**src/rtl/mips_exec_ctrl_if.sv**
```systemverilog
// Instruction-field, operand and registered-result bundle for the MIPS execute/control stage.
interface mips_exec_ctrl_if #(
  parameter int unsigned WIDTH = 32
);
  logic [5:0]       opcode;
  logic [5:0]       function_code;
  logic [WIDTH-1:0] alu_src1;
  logic [WIDTH-1:0] read_data2;
  logic [WIDTH-1:0] sign_ext_imm;

  logic             regDst;
  logic             branch;
  logic             memRead;
  logic             memWrite;
  logic             ALUsrc;
  logic             regWrite;
  logic             jump;
  logic             byteOperations;
  logic             move;
  logic [2:0]       ALUop;
  logic [2:0]       alu_ctr;
  logic [WIDTH-1:0] alu_result;
  logic             zero_bit;

  modport master (
    output opcode, function_code, alu_src1, read_data2, sign_ext_imm,
    input  regDst, branch, memRead, memWrite, ALUsrc, regWrite, jump,
           byteOperations, move, ALUop, alu_ctr, alu_result, zero_bit
  );

  modport slave (
    input  opcode, function_code, alu_src1, read_data2, sign_ext_imm,
    output regDst, branch, memRead, memWrite, ALUsrc, regWrite, jump,
           byteOperations, move, ALUop, alu_ctr, alu_result, zero_bit
  );
endinterface

```
**src/rtl/mips_exec_ctrl.sv**
```systemverilog
// Main decode, ALU control and ALU evaluation for a single-issue MIPS core.
// Everything is combinational from the inputs and captured one clock later.
module mips_exec_ctrl #(
  parameter int unsigned WIDTH = 32
) (
  input  logic             clock,
  input  logic             reset,
  mips_exec_ctrl_if.slave  bus
);

  localparam int unsigned OP_W = 3;

  logic            reg_dst_c, branch_c, mem_read_c, mem_write_c, alu_src_c;
  logic            reg_write_c, jump_c, byte_ops_c, move_c;
  logic [OP_W-1:0] alu_op_c;
  logic [OP_W-1:0] alu_ctr_c;
  logic [WIDTH-1:0] alu_b_c;
  logic [WIDTH-1:0] alu_res_c;
  logic            zero_c;

  // Opcode decode; unlisted opcodes fall through to an inert ADD class.
  always_comb begin
    reg_dst_c   = 1'b0;
    branch_c    = 1'b0;
    mem_read_c  = 1'b0;
    mem_write_c = 1'b0;
    alu_src_c   = 1'b0;
    reg_write_c = 1'b0;
    jump_c      = 1'b0;
    byte_ops_c  = 1'b0;
    move_c      = 1'b0;
    alu_op_c    = 3'b001;
    case (bus.opcode)
      6'b000000: begin reg_dst_c = 1'b1; reg_write_c = 1'b1; alu_op_c = 3'b000; end
      6'b001000: begin alu_src_c = 1'b1; reg_write_c = 1'b1; alu_op_c = 3'b001; end
      6'b001100: begin alu_src_c = 1'b1; reg_write_c = 1'b1; alu_op_c = 3'b011; end
      6'b001101: begin alu_src_c = 1'b1; reg_write_c = 1'b1; alu_op_c = 3'b100; end
      6'b001010: begin alu_src_c = 1'b1; reg_write_c = 1'b1; alu_op_c = 3'b101; end
      6'b010000: begin alu_src_c = 1'b1; mem_read_c = 1'b1; reg_write_c = 1'b1; end
      6'b010001: begin alu_src_c = 1'b1; mem_write_c = 1'b1; end
      6'b010010: begin
        alu_src_c = 1'b1; mem_read_c = 1'b1; reg_write_c = 1'b1; byte_ops_c = 1'b1;
      end
      6'b010011: begin alu_src_c = 1'b1; mem_write_c = 1'b1; byte_ops_c = 1'b1; end
      6'b010100: begin move_c = 1'b1; reg_write_c = 1'b1; end
      6'b100011,
      6'b100111: begin branch_c = 1'b1; alu_op_c = 3'b010; end
      6'b000010,
      6'b000011: begin jump_c = 1'b1; end
      default:   ;
    endcase
  end

  // ALU control: R-type looks at the function field, everything else at the op class.
  always_comb begin
    alu_ctr_c = 3'b101;
    case (alu_op_c)
      3'b000: begin
        case (bus.function_code)
          6'b100000: alu_ctr_c = 3'b101;
          6'b100010: alu_ctr_c = 3'b110;
          6'b100100: alu_ctr_c = 3'b000;
          6'b100101: alu_ctr_c = 3'b001;
          6'b100110: alu_ctr_c = 3'b010;
          6'b100111: alu_ctr_c = 3'b011;
          6'b101010: alu_ctr_c = 3'b100;
          6'b101011: alu_ctr_c = 3'b111;
          default:   alu_ctr_c = 3'b101;
        endcase
      end
      3'b010:  alu_ctr_c = 3'b110;
      3'b011:  alu_ctr_c = 3'b000;
      3'b100:  alu_ctr_c = 3'b001;
      3'b101:  alu_ctr_c = 3'b100;
      default: alu_ctr_c = 3'b101;
    endcase
  end

  // ALU; add/sub wrap silently.
  always_comb begin
    alu_b_c   = alu_src_c ? bus.sign_ext_imm : bus.read_data2;
    alu_res_c = '0;
    case (alu_ctr_c)
      3'b000: alu_res_c = bus.alu_src1 & alu_b_c;
      3'b001: alu_res_c = bus.alu_src1 | alu_b_c;
      3'b010: alu_res_c = bus.alu_src1 ^ alu_b_c;
      3'b011: alu_res_c = ~(bus.alu_src1 | alu_b_c);
      3'b100: alu_res_c = ($signed(bus.alu_src1) < $signed(alu_b_c)) ? WIDTH'(1) : '0;
      3'b101: alu_res_c = bus.alu_src1 + alu_b_c;
      3'b110: alu_res_c = bus.alu_src1 - alu_b_c;
      3'b111: alu_res_c = (bus.alu_src1 < alu_b_c) ? WIDTH'(1) : '0;
      default: alu_res_c = '0;
    endcase
    zero_c = (alu_res_c == '0);
  end

  always_ff @(posedge clock or posedge reset) begin
    if (reset) begin
      bus.regDst         <= 1'b0;
      bus.branch         <= 1'b0;
      bus.memRead        <= 1'b0;
      bus.memWrite       <= 1'b0;
      bus.ALUsrc         <= 1'b0;
      bus.regWrite       <= 1'b0;
      bus.jump           <= 1'b0;
      bus.byteOperations <= 1'b0;
      bus.move           <= 1'b0;
      bus.ALUop          <= '0;
      bus.alu_ctr        <= '0;
      bus.alu_result     <= '0;
      bus.zero_bit       <= 1'b0;
    end else begin
      bus.regDst         <= reg_dst_c;
      bus.branch         <= branch_c;
      bus.memRead        <= mem_read_c;
      bus.memWrite       <= mem_write_c;
      bus.ALUsrc         <= alu_src_c;
      bus.regWrite       <= reg_write_c;
      bus.jump           <= jump_c;
      bus.byteOperations <= byte_ops_c;
      bus.move           <= move_c;
      bus.ALUop          <= alu_op_c;
      bus.alu_ctr        <= alu_ctr_c;
      bus.alu_result     <= alu_res_c;
      bus.zero_bit       <= zero_c;
    end
  end

endmodule

```
**src/flat_wrapper.sv**
```systemverilog
// flat-port wrapper written by rule: the top's interface ports become plain ports
module mips_exec_ctrl_flat 
#(
  parameter int unsigned WIDTH = 32
)
  (clock, reset, bus_opcode, bus_function_code, bus_alu_src1, bus_read_data2, bus_sign_ext_imm, bus_regDst, bus_branch, bus_memRead, bus_memWrite, bus_ALUsrc, bus_regWrite, bus_jump, bus_byteOperations, bus_move, bus_ALUop, bus_alu_ctr, bus_alu_result, bus_zero_bit);
  mips_exec_ctrl_if #(.WIDTH(WIDTH)) bus_i ();
  input  logic clock;
  input  logic reset;
  input wire logic [$bits(bus_i.opcode)-1:0] bus_opcode;
  input wire logic [$bits(bus_i.function_code)-1:0] bus_function_code;
  input wire logic [$bits(bus_i.alu_src1)-1:0] bus_alu_src1;
  input wire logic [$bits(bus_i.read_data2)-1:0] bus_read_data2;
  input wire logic [$bits(bus_i.sign_ext_imm)-1:0] bus_sign_ext_imm;
  output wire logic [$bits(bus_i.regDst)-1:0] bus_regDst;
  output wire logic [$bits(bus_i.branch)-1:0] bus_branch;
  output wire logic [$bits(bus_i.memRead)-1:0] bus_memRead;
  output wire logic [$bits(bus_i.memWrite)-1:0] bus_memWrite;
  output wire logic [$bits(bus_i.ALUsrc)-1:0] bus_ALUsrc;
  output wire logic [$bits(bus_i.regWrite)-1:0] bus_regWrite;
  output wire logic [$bits(bus_i.jump)-1:0] bus_jump;
  output wire logic [$bits(bus_i.byteOperations)-1:0] bus_byteOperations;
  output wire logic [$bits(bus_i.move)-1:0] bus_move;
  output wire logic [$bits(bus_i.ALUop)-1:0] bus_ALUop;
  output wire logic [$bits(bus_i.alu_ctr)-1:0] bus_alu_ctr;
  output wire logic [$bits(bus_i.alu_result)-1:0] bus_alu_result;
  output wire logic [$bits(bus_i.zero_bit)-1:0] bus_zero_bit;
  assign bus_i.opcode = bus_opcode;
  assign bus_i.function_code = bus_function_code;
  assign bus_i.alu_src1 = bus_alu_src1;
  assign bus_i.read_data2 = bus_read_data2;
  assign bus_i.sign_ext_imm = bus_sign_ext_imm;
  assign bus_regDst = bus_i.regDst;
  assign bus_branch = bus_i.branch;
  assign bus_memRead = bus_i.memRead;
  assign bus_memWrite = bus_i.memWrite;
  assign bus_ALUsrc = bus_i.ALUsrc;
  assign bus_regWrite = bus_i.regWrite;
  assign bus_jump = bus_i.jump;
  assign bus_byteOperations = bus_i.byteOperations;
  assign bus_move = bus_i.move;
  assign bus_ALUop = bus_i.ALUop;
  assign bus_alu_ctr = bus_i.alu_ctr;
  assign bus_alu_result = bus_i.alu_result;
  assign bus_zero_bit = bus_i.zero_bit;
  mips_exec_ctrl #(.WIDTH(WIDTH)) u_core (.clock(clock), .reset(reset), .bus(bus_i));
endmodule
```
**config.mk**
```make
export PLATFORM = sky130hd
export DESIGN_NAME = mips_exec_ctrl_flat
export DESIGN_NICKNAME = d
export VERILOG_FILES = /design/src/rtl/mips_exec_ctrl_if.sv /design/src/rtl/mips_exec_ctrl.sv /design/src/flat_wrapper.sv
export SDC_FILE = /design/constraint.sdc
export NUM_CORES = 1
export LEC_CHECK = 0
export CAP_MARGIN = 20
export CORE_MARGIN = 2
export CORE_UTILIZATION = 40
export CTS_BUF_LIST = sky130_fd_sc_hd__clkbuf_8 sky130_fd_sc_hd__clkbuf_16
export DETAILED_ROUTE_END_ITERATION = 12
export GPL_TIMING_DRIVEN = 1
export SYNTH_ARGS = -nofsm -noshare
export SYNTH_HDL_FRONTEND = slang
export SYNTH_SLANG_ARGS = --single-unit
```
**constraint.sdc**
```tcl
create_clock -name clock -period 4 [get_ports clock]
set_clock_uncertainty 0.2 [all_clocks]
set_input_delay 0.4 -clock clock [delete_from_list [all_inputs] [get_ports clock]]
set_output_delay 0.4 -clock clock [all_outputs]
set_load 0.02 [all_outputs]
```
==> reports/qor.csv <==
stage,metric,value,unit
final_layout,fillCellCount,1510,
final_layout,final_net_count,1746,
route,post-route-drc-count,0,
clocking,cts.sinks,48,
sta,holdWs,179,ps
status,violations,setup timing,
die,die-area,0.0204,sq mm
status,status,"complete, but fails checks",
placed_design,hpwl,28400,um
clocking,clk_pin_slew,80,ps
clocking,holdBufCountCts,0,
synth,netlist_instances,1023,
setup_path,cp-end-kind,register,
flow_run,maxCapViolCount,0,
route,via_per_inst,5.68,
clocking,clock-root-buffer,clkbuf_16,
die,die_height,143,um
clocking,tritoncts,done,
hold_path,hold_path.class,input pin to async pin,
sta,rsz0062_at_grt,true,
synth,yosysSeqAreaShare,15.5,%
die,core_area,0.0188,sq mm
route,drt_wl_total,35400,um
synth,yosys_register_bits,48,
die,rows,50,
placed_design,place_ws,-1540,ps
grt,grt_pass1_wl,53800,um
route,drt-pass1-iter-count,6,
setup_path,cp.required,4050,ps
sta,worst_pin_slew,682,ps
die,io-pin-count,158,
power,vdd_drop_max,0.175,mV
grt,grt_max_degree,49,
route,ant_nets,0,
final_layout,drive_gt1_share,40.6,%
grt,grt_usage,33.9,%
route,wl_per_cell,19.7,um
final_layout,diodes,0,
grt,grt-ovfl-total,0,
sta,hold_viol_final,0,
placed_design,io_buffers,157,
grt,grt_antenna_before_repair,1,
synth,yosys_warnings,0,
setup_path,cp.arrival,4680,ps
clocking,cts_buffers,5,
route,drt_iter0_markers,857,
synth,syn_area,0.00773,sq mm
sta,fmax,216,MHz
setup_path,crit_path_max_fanout,4,
sta,fin_crit,4630,ps
power,power_density,248,mW/mm^2
sta,fin_ws,-631,ps
clocking,cts_buffer_depth,2,
route,vias,10200,
synth,ys.flop_type,dfrtp_1,
sta,slew_violations,0,
synth,synthArstFlopShare,100,%
clocking,h-tree-depth,2,
setup_path,critPathLaunchType,input pin,
synth,ys_types,87,
synth,synth_fp_nets,1234,
die,start_util,41.0,%
grt,grt_pass1_vias,9879,
sta,slew_headroom,54.3,%
power,p_leak,6.29,nW
synth,avgSynthCellArea,7.55,sq um
setup_path,crit_type,input pin to register,
sta,setup_viol,8,
sta,period_share,116,%
final_layout,area_delta_synth_final,78.3,%
die,die_w,143,um
synth,synth_edf_count,0,
placed_design,gp_congestion,1.04,
-- cells in the final DEF, fill, tap and decap left out, types with 13 or more instances in the layout --
master / netlist / final
buf_4: 4 / 386
clkdlybuf4s50_1: 0 / 151
inv_1: 98 / 78
nor2_1: 85 / 73
ha_1: 99 / 73
a21oi_1: 87 / 72
nand2_1: 62 / 56
dfrtp_1: 48 / 48
o21ai_0: 57 / 43
mux2_2: 32 / 21
nand3_1: 21 / 21
a21o_1: 21 / 21
ha_4: 0 / 20
o211ai_1: 19 / 19
nor3_1: 22 / 18
or3_1: 18 / 17
inv_2: 2 / 15
xnor2_1: 15 / 15
nand2b_1: 14 / 13
a31oi_1: 16 / 13
nand4_1: 13 / 13
buf_6: 3 / 13
-- path summary, 6_finish.rpt --
path | to | from | slack, ps | depth (start not counted)
setup / recovery | u_core.bus.zero_bit$_DFF_PP0_ | bus_opcode[1] | -630 | 24
max in group asynchronous | u_core.bus.alu_result[3]$_DFF_PP0_ | reset | 2890 | 3
hold / removal | u_core.bus.alu_result[28]$_DFF_PP0_ | reset | 180 | 2
min in group clock | u_core.bus.memWrite$_DFF_PP0_ | bus_opcode[2] | 200 | 3
-- sequential cells by signal (all words and copies together) (netlist names) --
| register | cells |
|---|---|
| u_core.bus.memRead | 1 |
| u_core.bus.memWrite | 1 |
| u_core.bus.regWrite | 1 |
| u_core.bus.alu_ctr | 3 |
| u_core.bus.jump | 1 |
| u_core.bus.alu_result | 32 |
| u_core.bus.branch | 1 |
| u_core.bus.ALUop | 3 |
| u_core.bus.byteOperations | 1 |
| u_core.bus.move | 1 |
| u_core.bus.ALUsrc | 1 |
| u_core.bus.zero_bit | 1 |
| u_core.bus.regDst | 1 |
-- cells in the mapped netlist (all sizes together), types with 7 or more instances --
| master | instances | area share, % |
|---|---|---|
| nor4 | 13 | 1.1 |
| clkbuf | 36 | 1.7 |
| nand2b | 14 | 1.1 |
| inv | 100 | 4.9 |
| and3 | 8 | 0.65 |
| nor2 | 88 | 4.5 |
| a31oi | 16 | 1.3 |
| a211oi | 15 | 1.5 |
| or3 | 18 | 1.5 |
| buf | 25 | 1.9 |
| o31ai | 7 | 0.68 |
| nand4 | 13 | 1.1 |
| nor2b | 12 | 0.97 |
| o211ai | 19 | 1.8 |
| o21a | 9 | 0.87 |
| nand2 | 64 | 3.2 |
| o21bai | 13 | 1.3 |
| o221ai | 10 | 1.4 |
| dfrtp | 48 | 16 |
| o22ai | 7 | 0.57 |
| a21o | 21 | 2.0 |
| xnor2 | 15 | 1.7 |
| a21oi | 90 | 6.2 |
| nor3 | 22 | 1.4 |
| a221oi | 18 | 2.0 |
| ha | 99 | 16 |
| o21ai | 61 | 4.0 |
| mux2 | 32 | 4.7 |
| nand3 | 21 | 1.4 |
-- stage by stage --
stage	cells	instance area, sq um	utilization [%]	power, mW	setup TNS (ps)
2_1_floorplan	1023	8090	-	1.59	-971
3_3_place_gp	1749	12500	66.2	2.62	-19600
3_5_place_dp	1749	12500	66.2	2.64	-20550
4_1_cts	1773	13200	69.9	3.22	-1410
5_1_grt	1796	13800	73.2	3.59	-3450
6_report	1796	13800	73.2	3.41	-1680
-- power breakdown --
group | switching [mW] | total, mW | internal, mW
clock network | 0.208 | 0.458 | 0.250
logic | 1.16 | 2.37 | 1.21
registers | 0.0217 | 0.584 | 0.562
total | 1.39 | 3.41 | 2.02
-- logic make-up after synthesis --
kind of cell	Yosys count	share of synthesized area, %
AO/OA/AOI/OAI	361	32.8
AND/OR/NAND/NOR	299	19.5
buffers and inverters	162	8.60
adder cells (fa/ha/maj)	101	16.5
flip-flops	48	15.5
multiplexers	35	5.05
XOR/XNOR	17	1.93
-- per-layer routing --
layer	share of wire (%)	GRT usage, %
met5	0	0
met4	3.1	11.2
met3	7.2	3.72
met2	47	56.4
met1	43	45.7
-- cell type report --
| class | instances | area [sq um] | area share [%] |
|---|---|---|---|
| Sequential cell | 48 | 1200 | 8.72 |
| Clock buffer | 6 | 139 | 1.01 |
| Timing Repair Buffer | 566 | 4800 | 34.9 |
| Multi-Input combinational cell | 813 | 6900 | 50.0 |
| Clock inverter | 2 | 15.0 | 0.109 |
| Tap cell | 260 | 325 | 2.36 |
| Inverter | 101 | 398 | 2.89 |
-- timing repair --
action                                  CTS  global route
endpoints found under the setup margin   27            18
pin swaps                                47            48
gates resized for setup                 110            98
buffers inserted                         17            25
gates cloned                              0             0
endpoints found under the hold margin     0             0
-- critical path, stage by stage --
cell     delay (ps)
buf_8           100
inv_4            50
nand2_4          40
o21ai_2          50
and3_4          200
a21oi_4          40
nor2_4          160
buf_6           140
mux2_2          380
inv_2            90
ha_1            260
a21o_1          210
and4_2          290
o21ai_4         220
a21o_1          260
o21ai_4          90
a21o_1          180
a221o_1         310
a21oi_2         200
buf_4           140
nand4_1         100
or4_1           490
o21ai_0          80
and4b_1         190
(Power assumes the default switching activity.)
